$ cat src/rtl/se_pkg.sv
`default_nettype none
// ============================================================================
// Module   : se_pkg
// Purpose  : Shared widths and the packed command record carried from the
//            host through the issue queue into the SE datapath.
// Contents : SE_INST_W, SE_DATA_W, se_cmd_t (inst, op1, op2, cond; 392 bits)
// Revision : 1.0 - initial release
// ============================================================================
package se_pkg;

  localparam int SE_INST_W = 8;
  localparam int SE_DATA_W = 128;

  typedef struct packed {
    logic [SE_INST_W-1:0] inst;
    logic [SE_DATA_W-1:0] op1;
    logic [SE_DATA_W-1:0] op2;
    logic [SE_DATA_W-1:0] cond;
  } se_cmd_t;

endpackage : se_pkg
`default_nettype wire

$ cat src/rtl/se_cmd_fifo.sv
`default_nettype none
// ============================================================================
// Module   : se_cmd_fifo
// Purpose  : DEPTH-entry FIFO of se_cmd_t. Head slot is always visible on
//            o_head; storage clears to zero on reset.
// Ports    : clock, reset (sync, active-low)
//            i_push / i_data      - write one entry (ignored when full)
//            i_pop                - drop head entry (ignored when empty)
//            o_head               - current head slot contents
//            o_count              - occupancy 0..DEPTH
//            o_full / o_empty     - occupancy flags
// Revision : 1.0 - initial release
// ============================================================================
module se_cmd_fifo
  import se_pkg::*;
#(
  parameter int DEPTH = 4
) (
  input  logic                       clock,
  input  logic                       reset,
  input  logic                       i_push,
  input  se_cmd_t                    i_data,
  input  logic                       i_pop,
  output se_cmd_t                    o_head,
  output logic [$clog2(DEPTH+1)-1:0] o_count,
  output logic                       o_full,
  output logic                       o_empty
);

  localparam int PTR_W = $clog2(DEPTH);
  localparam int CNT_W = $clog2(DEPTH+1);

  se_cmd_t            mem_q [DEPTH];
  se_cmd_t            mem_d [DEPTH];
  logic [PTR_W-1:0]   wr_ptr_q, wr_ptr_d;
  logic [PTR_W-1:0]   rd_ptr_q, rd_ptr_d;
  logic [CNT_W-1:0]   count_q,  count_d;
  logic               do_push;
  logic               do_pop;

  assign o_full  = (count_q == CNT_W'(DEPTH));
  assign o_empty = (count_q == '0);
  assign do_push = i_push & ~o_full;
  assign do_pop  = i_pop  & ~o_empty;
  assign o_head  = mem_q[rd_ptr_q];
  assign o_count = count_q;

  always_comb begin
    mem_d    = mem_q;
    wr_ptr_d = wr_ptr_q;
    rd_ptr_d = rd_ptr_q;
    count_d  = count_q;
    // DEPTH is a power of two, so plain pointer increment wraps modulo DEPTH.
    if (do_push) begin
      mem_d[wr_ptr_q] = i_data;
      wr_ptr_d        = wr_ptr_q + PTR_W'(1);
    end
    if (do_pop) begin
      rd_ptr_d = rd_ptr_q + PTR_W'(1);
    end
    case ({do_push, do_pop})
      2'b10:   count_d = count_q + CNT_W'(1);
      2'b01:   count_d = count_q - CNT_W'(1);
      default: count_d = count_q;
    endcase
  end

  always_ff @(posedge clock) begin
    if (!reset) begin
      for (int i = 0; i < DEPTH; i++) begin
        mem_q[i] <= '0;
      end
      wr_ptr_q <= '0;
      rd_ptr_q <= '0;
      count_q  <= '0;
    end else begin
      mem_q    <= mem_d;
      wr_ptr_q <= wr_ptr_d;
      rd_ptr_q <= rd_ptr_d;
      count_q  <= count_d;
    end
  end

endmodule : se_cmd_fifo
`default_nettype wire

$ cat src/rtl/se_issue_queue.sv
`default_nettype none
// ============================================================================
// Module   : se_issue_queue
// Purpose  : Buffers host commands and offers them to the SE with a cap on
//            in-flight operations and a programmable minimum issue gap.
// Ports    : clock, reset (sync, active-low)
//            io_enq_*      - host command input handshake
//            io_in_*       - command offer to the SE (head entry)
//            io_done       - SE completion pulse
//            io_pace       - minimum issue gap, sampled on issue
//            io_count      - FIFO occupancy
//            io_outstanding- issued but not yet completed operations
//            io_err        - sticky completion-underflow flag
// Revision : 1.0 - initial release
// ============================================================================
module se_issue_queue
  import se_pkg::*;
#(
  parameter int DEPTH   = 4,
  parameter int MAX_OUT = 2
) (
  input  logic                         clock,
  input  logic                         reset,
  input  logic                         io_enq_valid,
  output logic                         io_enq_ready,
  input  logic [SE_INST_W-1:0]         io_enq_inst,
  input  logic [SE_DATA_W-1:0]         io_enq_op1,
  input  logic [SE_DATA_W-1:0]         io_enq_op2,
  input  logic [SE_DATA_W-1:0]         io_enq_cond,
  output logic                         io_in_valid,
  input  logic                         io_in_ready,
  output logic [SE_INST_W-1:0]         io_in_inst,
  output logic [SE_DATA_W-1:0]         io_in_op1,
  output logic [SE_DATA_W-1:0]         io_in_op2,
  output logic [SE_DATA_W-1:0]         io_in_cond,
  input  logic                         io_done,
  input  logic [7:0]                   io_pace,
  output logic [$clog2(DEPTH+1)-1:0]   io_count,
  output logic [$clog2(MAX_OUT+1)-1:0] io_outstanding,
  output logic                         io_err
);

  localparam int OUT_W = $clog2(MAX_OUT+1);

  se_cmd_t          enq_cmd;
  se_cmd_t          head_cmd;
  logic             fifo_full;
  logic             fifo_empty;
  logic             issue_fire;
  logic [7:0]       pace_cntr_q, pace_cntr_d;
  logic [OUT_W-1:0] outstanding_q, outstanding_d;
  logic             err_q, err_d;

  assign enq_cmd = '{inst: io_enq_inst, op1: io_enq_op1, op2: io_enq_op2, cond: io_enq_cond};

  se_cmd_fifo #(
    .DEPTH (DEPTH)
  ) u_fifo (
    .clock   (clock),
    .reset   (reset),
    .i_push  (io_enq_valid),
    .i_data  (enq_cmd),
    .i_pop   (issue_fire),
    .o_head  (head_cmd),
    .o_count (io_count),
    .o_full  (fifo_full),
    .o_empty (fifo_empty)
  );

  // Offer depends on registers only. Once raised it cannot drop before the
  // issue: the FIFO only pops on fire, outstanding can only fall without a
  // fire, and the pace counter stays at zero until the next fire reloads it.
  assign io_enq_ready = ~fifo_full;
  assign io_in_valid  = ~fifo_empty & (outstanding_q < OUT_W'(MAX_OUT)) & (pace_cntr_q == 8'd0);
  assign issue_fire   = io_in_valid & io_in_ready;

  assign io_in_inst     = head_cmd.inst;
  assign io_in_op1      = head_cmd.op1;
  assign io_in_op2      = head_cmd.op2;
  assign io_in_cond     = head_cmd.cond;
  assign io_outstanding = outstanding_q;
  assign io_err         = err_q;

  always_comb begin
    pace_cntr_d   = pace_cntr_q;
    outstanding_d = outstanding_q;
    err_d         = err_q;

    if (issue_fire) begin
      pace_cntr_d = io_pace;
    end else if (pace_cntr_q != 8'd0) begin
      pace_cntr_d = pace_cntr_q - 8'd1;
    end

    case ({issue_fire, io_done})
      2'b10: outstanding_d = outstanding_q + OUT_W'(1);
      2'b01: begin
        // A completion with nothing in flight is an underflow: hold at zero.
        if (outstanding_q == '0) begin
          err_d = 1'b1;
        end else begin
          outstanding_d = outstanding_q - OUT_W'(1);
        end
      end
      default: outstanding_d = outstanding_q;
    endcase
  end

  always_ff @(posedge clock) begin
    if (!reset) begin
      pace_cntr_q   <= 8'd0;
      outstanding_q <= '0;
      err_q         <= 1'b0;
    end else begin
      pace_cntr_q   <= pace_cntr_d;
      outstanding_q <= outstanding_d;
      err_q         <= err_d;
    end
  end

endmodule : se_issue_queue
`default_nettype wire

$ cat config.mk
export PLATFORM = sky130hd
export DESIGN_NAME = se_issue_queue
export DESIGN_NICKNAME = d
export VERILOG_FILES = /design/src/rtl/se_pkg.sv /design/src/rtl/se_cmd_fifo.sv /design/src/rtl/se_issue_queue.sv
export SDC_FILE = /design/constraint.sdc
export NUM_CORES = 2
export LEC_CHECK = 0
export BUFFER_PORTS_ARGS = -buffer_cell sky130_fd_sc_hd__buf_2
export CELL_PAD_IN_SITES_DETAIL_PLACEMENT = 0
export CELL_PAD_IN_SITES_GLOBAL_PLACEMENT = 1
export CORE_MARGIN = 2
export CORE_UTILIZATION = 47
export DETAILED_ROUTE_END_ITERATION = 8
export PLACE_DENSITY = 0.81
export SETUP_SLACK_MARGIN = 0.3
export SLEW_MARGIN = 20
export SYNTH_ARGS = -nofsm -noshare
export SYNTH_HDL_FRONTEND = slang
export SYNTH_SLANG_ARGS = --single-unit
$ cat constraint.sdc
create_clock -name clock -period 5.2 [get_ports clock]
set_input_delay 1.04 -clock clock [delete_from_list [all_inputs] [get_ports clock]]
set_output_delay 1.04 -clock clock [all_outputs]
set_load 0.02 [all_outputs]
Yosys cells after proc, flatten, opt, wreduce, memory -nomap -nowiden:

Cells that the tools add are included.

* bits of input ports: 405
* bits in registers: 1586

* bitwise gates (word level): 9
* add/sub/neg operators: 7
* $lt $le $gt $ge: 4
* eq/ne operators: 6
* reduce and logical (&&, ||, !) cells: 10
* muxes and demuxes: 11

Operators by type and width (count)
* bitwise mux 1568 bit: 1
* two-way mux 392 bit: 3
* binary-select mux 392 bit (select 2 bit): 1
* demux 392 bit (select 2 bit): 1
* two-way mux 8 bit: 2
* zero test 8 bit: 1
* nonzero test 8 bit: 1
* subtractor 8 x 1 -> 8 bit, second input constant: 1
* adder 2 x 1 -> 2 bit, second input constant: 3
* greater-or-equal comparator 3 bit, second input constant: 2
* NOT 2 -> 3 bit: 2
* one-hot mux 3 bit (2 select lines): 1
* nonzero test 2 bit: 3
* bitwise AND 1 bit: 5
* == test 2 x 1 -> 1 bit, second input constant: 2
* == test 2 bit, second input constant: 2
* one-hot mux 2 bit (2 select lines): 1
* AND reduction 2 bit: 2
* adder 3 x 1 -> 3 bit, second input constant: 1
* == test 3 bit, second input constant: 1
* zero test 3 bit: 1
* less-than comparator 3 x 1 -> 1 bit, second input constant: 1
* subtractor 3 x 1 -> 3 bit, second input constant: 1
* zero test 2 bit: 1
* other kinds (6): 7

Depth between registers and ports, before layout:

* depth after elaboration: 8
* gate-level depth with buffers: 11
* mapped depth without buffers: 10

Modules after synthesis:

From an unflattened synthesis, not the netlist that was laid out.

* cell total of the unflattened synthesis: 6096
* area total of the unflattened synthesis: 69036.2 µm²

Modules (own cells, without submodules)
* se_cmd_fifo: area an instance 68399.4 µm², times used 1, sequential area each 31530.2 µm², cells an instance 6022
* se_issue_queue: area an instance 636.9 µm², times used 1, sequential area each 220.2 µm², cells an instance 74

Worst setup path after synthesis:

Ideal clock, no wire load.

* kind: input -> register
* from: input io_in_ready
* to: register u_fifo.count_q[2] (netlist: u_fifo.o_count[2])
* setup slack: 2.294 ns
* arrival time: 2.835 ns
* library setup time: 0.070 ns
* cell stages on the path: 9
* buffers on the path: 1
* cell sequence: nor2b_1 > and4_1 > buf_2 > ha_1 > inv_1 > fa_1 > xor2_1 > or3_1 > a21oi_1

* longest elaborated chain between the ends: 4

RTL lines
* start: declaration: RTL line se_issue_queue.sv:31 `input logic io_in_ready,`
* bitwise AND 1 bit *: RTL line se_issue_queue.sv:75 `assign issue_fire = io_in_valid & io_in_ready;`
* bitwise AND 1 bit *: RTL line se_cmd_fifo.sv:44 `assign do_pop = i_pop & ~o_empty;`
* via u_fifo.do_pop: RTL line se_cmd_fifo.sv:39 `logic do_pop;`
* == test 2 x 1 -> 1 bit / == test 2 bit (equally long branches): RTL line se_cmd_fifo.sv:61 `case ({do_push, do_pop})`
* one-hot mux 3 bit (2 select lines) / nonzero test 2 bit (equally long branches)
* end signal: assignment: RTL line se_cmd_fifo.sv:80 `count_q <= count_d;`
* end: declaration: RTL line se_cmd_fifo.sv:37 `logic [CNT_W-1:0] count_q, count_d;`

Mark *: on every way through the listed nets, which the timed path passes. The rest lies on a longest branch.
A chain may end at the register's enable or synchronous reset.

Final worst setup path:

* from: register u_fifo.rd_ptr_q[0]
* to: output io_in_cond[80]

* longest elaborated chain between the ends: 4

RTL lines
* start: declaration: RTL line se_cmd_fifo.sv:36 `logic [PTR_W-1:0] rd_ptr_q, rd_ptr_d;`
* start signal: assignment: RTL line se_cmd_fifo.sv:79 `rd_ptr_q <= rd_ptr_d;`
* NOT 2 -> 3 bit (implied by the code): RTL line se_cmd_fifo.sv:45 `assign o_head = mem_q[rd_ptr_q];`
* binary-select mux 392 bit (select 2 bit): RTL line se_cmd_fifo.sv:45
* two-way mux 392 bit (implied by the code) (2 in series): RTL line se_cmd_fifo.sv:45
* end: declaration: RTL line se_issue_queue.sv:35 `output logic [SE_DATA_W-1:0] io_in_cond,`

No other way between the ends. The select of a mux whose other input is x is not followed.

==> metrics.md <==
| Metric | Value |
|---|---|
| Pin count of the biggest net entering global routing | `145` |
| Worst-path clk slew | `0.06 ns` |
| Maxcap violations | `0` |
| TritonCTS clock tree | `yes` |
| Yosys Warn Count | `0` |
| Global-route wire length before repair | `308 mm` |
| Library cells used by synthesis | `45` |
| Type of the worst min-delay path | `reg2reg` |
| Worst-path cell chain | `buf_4, mux4_2, buf_2` |
| Hold Vio Cnt, Final | `0` |
| Layout Nets | `8,290` |
| Post-DP HPWL | `122 mm` |
| Area after DPL | `0.0690 mm2` |
| Arr. time, crit path | `3.04 ns` |
| Combinational family with the most area after synthesis | `simple AND/OR/NAND/NOR gates` |
| # rows | `135` |
| Die Y | `375 um` |
| Max VDD drop | `0.329 mV` |
| Crit share post-route | `78.4%` |
| Setup TNS | `0 ns` |
| Wire length per cell | `20.5 um` |
| Sequential area share after synthesis | `49.2%` |
| Crit path launch type | `flop` |
| Clock sink total | `1,586` |
| P_sw | `8290 uW` |
| GRT Overall Usage | `27.7%` |
| Initial antenna violation count | `100` |
| Area of the die | `0.140 mm2` |
| Slew HR | `30.7%` |
| Syn Area/Cell | `8.72 um2` |
| Reg2Reg Setup Slack | `2.18 ns` |
| Vias in the first global route | `52,100` |
| Hold path endpoint | `u_fifo.mem_q[485]` |
| Leading area contributor after synthesis | `dfxtp_1` |
| RSZ-0062 raised after global routing | `no` |
| Clk_lat worst skew | `0.79 ns` |
| Routed vias/inst | `5.51` |
| Drt first-iter violations | `4,593` |
| Clock power frac | `40.6%` |
| Ports | `805` |
| Worst Skew | `0.0228 ns` |
| Syn_nets | `7,810` |
| Pint | `21,500 uW` |
| # setup viols final | `0` |
| Most common cell after layout, fill and taps aside | `nand2_1` |
| Mapped Area | `0.0645 mm2` |
| Std-Cell Core Area | `0.136 mm2` |
| Synth area leaders | `dfxtp_1 49%, nand2_1 18%, mux4_2 14%` |
| Xor/xnor share of the synthesized area | `0.0679%` |
| Hold Startpoint | `u_fifo.mem_q[485]` |
| First-pass iteration count of the detailed router | `6` |
| Post-CTS Setup Inserts | `0` |
| Longest Clk Path Bufs | `3` |
| Worst-path fanout max | `31` |
| Worst r2r dst | `u_fifo.mem_q[1522]` |
| Power per Cell Area | `399 mW/mm2` |
| Hold Slack | `0.450 ns` |
| Adder and majority cell fraction of the synthesized area | `0.167%` |
| Fmax | `245 MHz` |
| Worst EP required | `4.16 ns` |
| Area grow syn2layout | `15.7%` |
| Synth Area in Compound Gates | `12.4%` |
| Fillcell total | `12,485` |
| Simple-gate share of the synthesized area | `18.7%` |
| Hold buffers post-CTS | `0` |
| CTS root buf | `clkbuf_16` |
| DRC | `0` |
| DRT antenna net count | `0` |
| Register-to-Register Path Depth | `5` |
| Ys async rst share | `0%` |
| Worst r2r src | `u_fifo.o_count[2]` |
| CTS resizes | `0` |
| DIE WIDTH | `375 um` |
| Synth Flop Type | `dfxtp_1` |
| Synthesis-stage register bit count | `1,586` |
| Setup crit end kind | `primary output` |
| Initial Util | `47.5%` |
| CTS Buf Count | `168` |
| Port Buf Inserts | `804` |
| Slowest stage delay, CP | `0.93 ns` |
| Crit-path slowest cell | `dfxtp_4` |
| Share of layout cells above drive strength 1 | `19.9%` |
| Comb power frac | `15.3%` |
| Commonest cells after routing, fill and taps aside | `3,145 x nand2_1, 1,584 x dfxtp_1, 1,576 x a21oi_1` |
| Synth top area share | `49.2%` |
| Number of flops mapped to enable cells by yosys | `0` |
| Hold path cells | `2` |
| WL final | `201 mm` |
| GRT overflow | `0` |
| Multiplexer share of the synthesized area | `13.7%` |
| Fin area | `0.0747 mm2` |
| Seq pwr share | `44.1%` |
| Vias | `54,221` |
| Pins Over Slew Limit | `0` |
| Outcome | `finished clean` |
| Sw Share | `27.8%` |
| Cells after Synth | `7,397` |
| CP Class | `reg2out` |
| Leak Pwr | `0.0266 uW` |
| Final Wtd Congestion | `0.815` |
| H-tree Lvls | `4` |
| Worst Tran Pin Value | `1.04 ns` |
| Minimum clock period | `4.08 ns` |
## through the flow
step	std cells	worst slack, ns	utilization [%]	power, uW
2_1_floorplan	7397	2.29	-	16400
3_3_place_gp	9488	1.87	50.8	17900
3_5_place_dp	9488	1.88	50.8	18000
4_1_cts	9785	1.01	54.9	30000
5_1_grt	9819	0.952	55.0	30900
6_report	9835	1.12	55.0	29800
## power groups by stage
| stage | clock network (uW) | logic (uW) | registers, uW |
|---|---|---|---|
| after detailed placement | 0 | 4590 | 13400 |
| after floorplan | 0 | 3120 | 13300 |
| after global placement | 0 | 4530 | 13400 |
| after CTS | 12300 | 4600 | 13100 |
| after global routing | 12800 | 4950 | 13200 |
| final | 12100 | 4570 | 13100 |
## synthesized netlist by cell type (2+ instances only)
master	number
o21a_1	2
a21oi_1	1576
dfxtp_1	1586
mux4_2	392
ha_1	7
buf_4	15
or3_1	4
nand3_1	2
and3_1	4
xor2_1	2
buf_2	234
nand2b_1	3
a211oi_1	2
nor3_1	2
nand3_2	4
o21ai_0	3
a31oi_1	4
buf_6	130
mux2i_1	2
inv_1	8
nand2_1	3145
nor2_1	10
clkbuf_1	211
buf_1	24
nor2b_1	3
xnor2_1	3
## flip-flops by register name, indices dropped and copies added, names as in the netlist
signal,count
io_outstanding,2
u_fifo.o_count,3
io_err,1
u_fifo.wr_ptr_q,2
pace_cntr_q,8
u_fifo.rd_ptr_q,2
u_fifo.mem_q,1568
## critical path, delay by kind of cell (launching register included)
kind,cells,cell delay (ns)
buffers and inverters,2,0.72
muxes,1,0.58
DFF,1,0.93
## final cells by class
cell class	count	area (um2)	share of cell area (%)
Clock inverter	44	591	0.791
Antenna cell	50	125	0.168
Sequential cell	1586	31800	42.5
Tap cell	1781	2230	2.98
Inverter	9	41.3	0.0553
Multi-Input combinational cell	5188	29200	39.0
Clock buffer	253	5000	6.69
Timing Repair Buffer	924	5780	7.73
## routing by layer
metal | GRT usage, % | part of all wire [%] | vias to the layer above | wire length (um)
met2 | 44.2 | 47 | 1850 | 94500
li1 | - | - | 25717 | -
met5 | 0 | 0.25 | - | 493
met3 | 7.29 | 8.0 | 443 | 16100
met1 | 35.2 | 40 | 26135 | 81200
met4 | 12.9 | 4.4 | 76 | 8850
## worst max-delay path by stage
stage | start | endpoint | depth (start not counted)
after detailed placement | u_fifo.rd_ptr_q[0] | io_in_cond[80] | 3
after global placement | u_fifo.rd_ptr_q[0] | io_in_cond[80] | 3
after global routing | u_fifo.rd_ptr_q[0] | io_in_op1[1] | 3
final | u_fifo.rd_ptr_q[0] | io_in_cond[80] | 3
after CTS | u_fifo.rd_ptr_q[0] | io_in_cond[80] | 3
after floorplan | io_in_ready | u_fifo.o_count[2] | 9
## cells by family (layout without fill, tap and decap cells)
group | Yosys count | after routing
AOI/OAI and AO/OA | 1593 | 1593
xor gates and xnor gates | 5 | 5
adders and majority gates | 8 | 8
buffers and inverters | 623 | 1230
DFF | 1586 | 1586
muxes | 394 | 394
other | 0 | 50
and+or+nand+nor | 3188 | 3188
No activity file was read; power rests on OpenSTA's default activity.
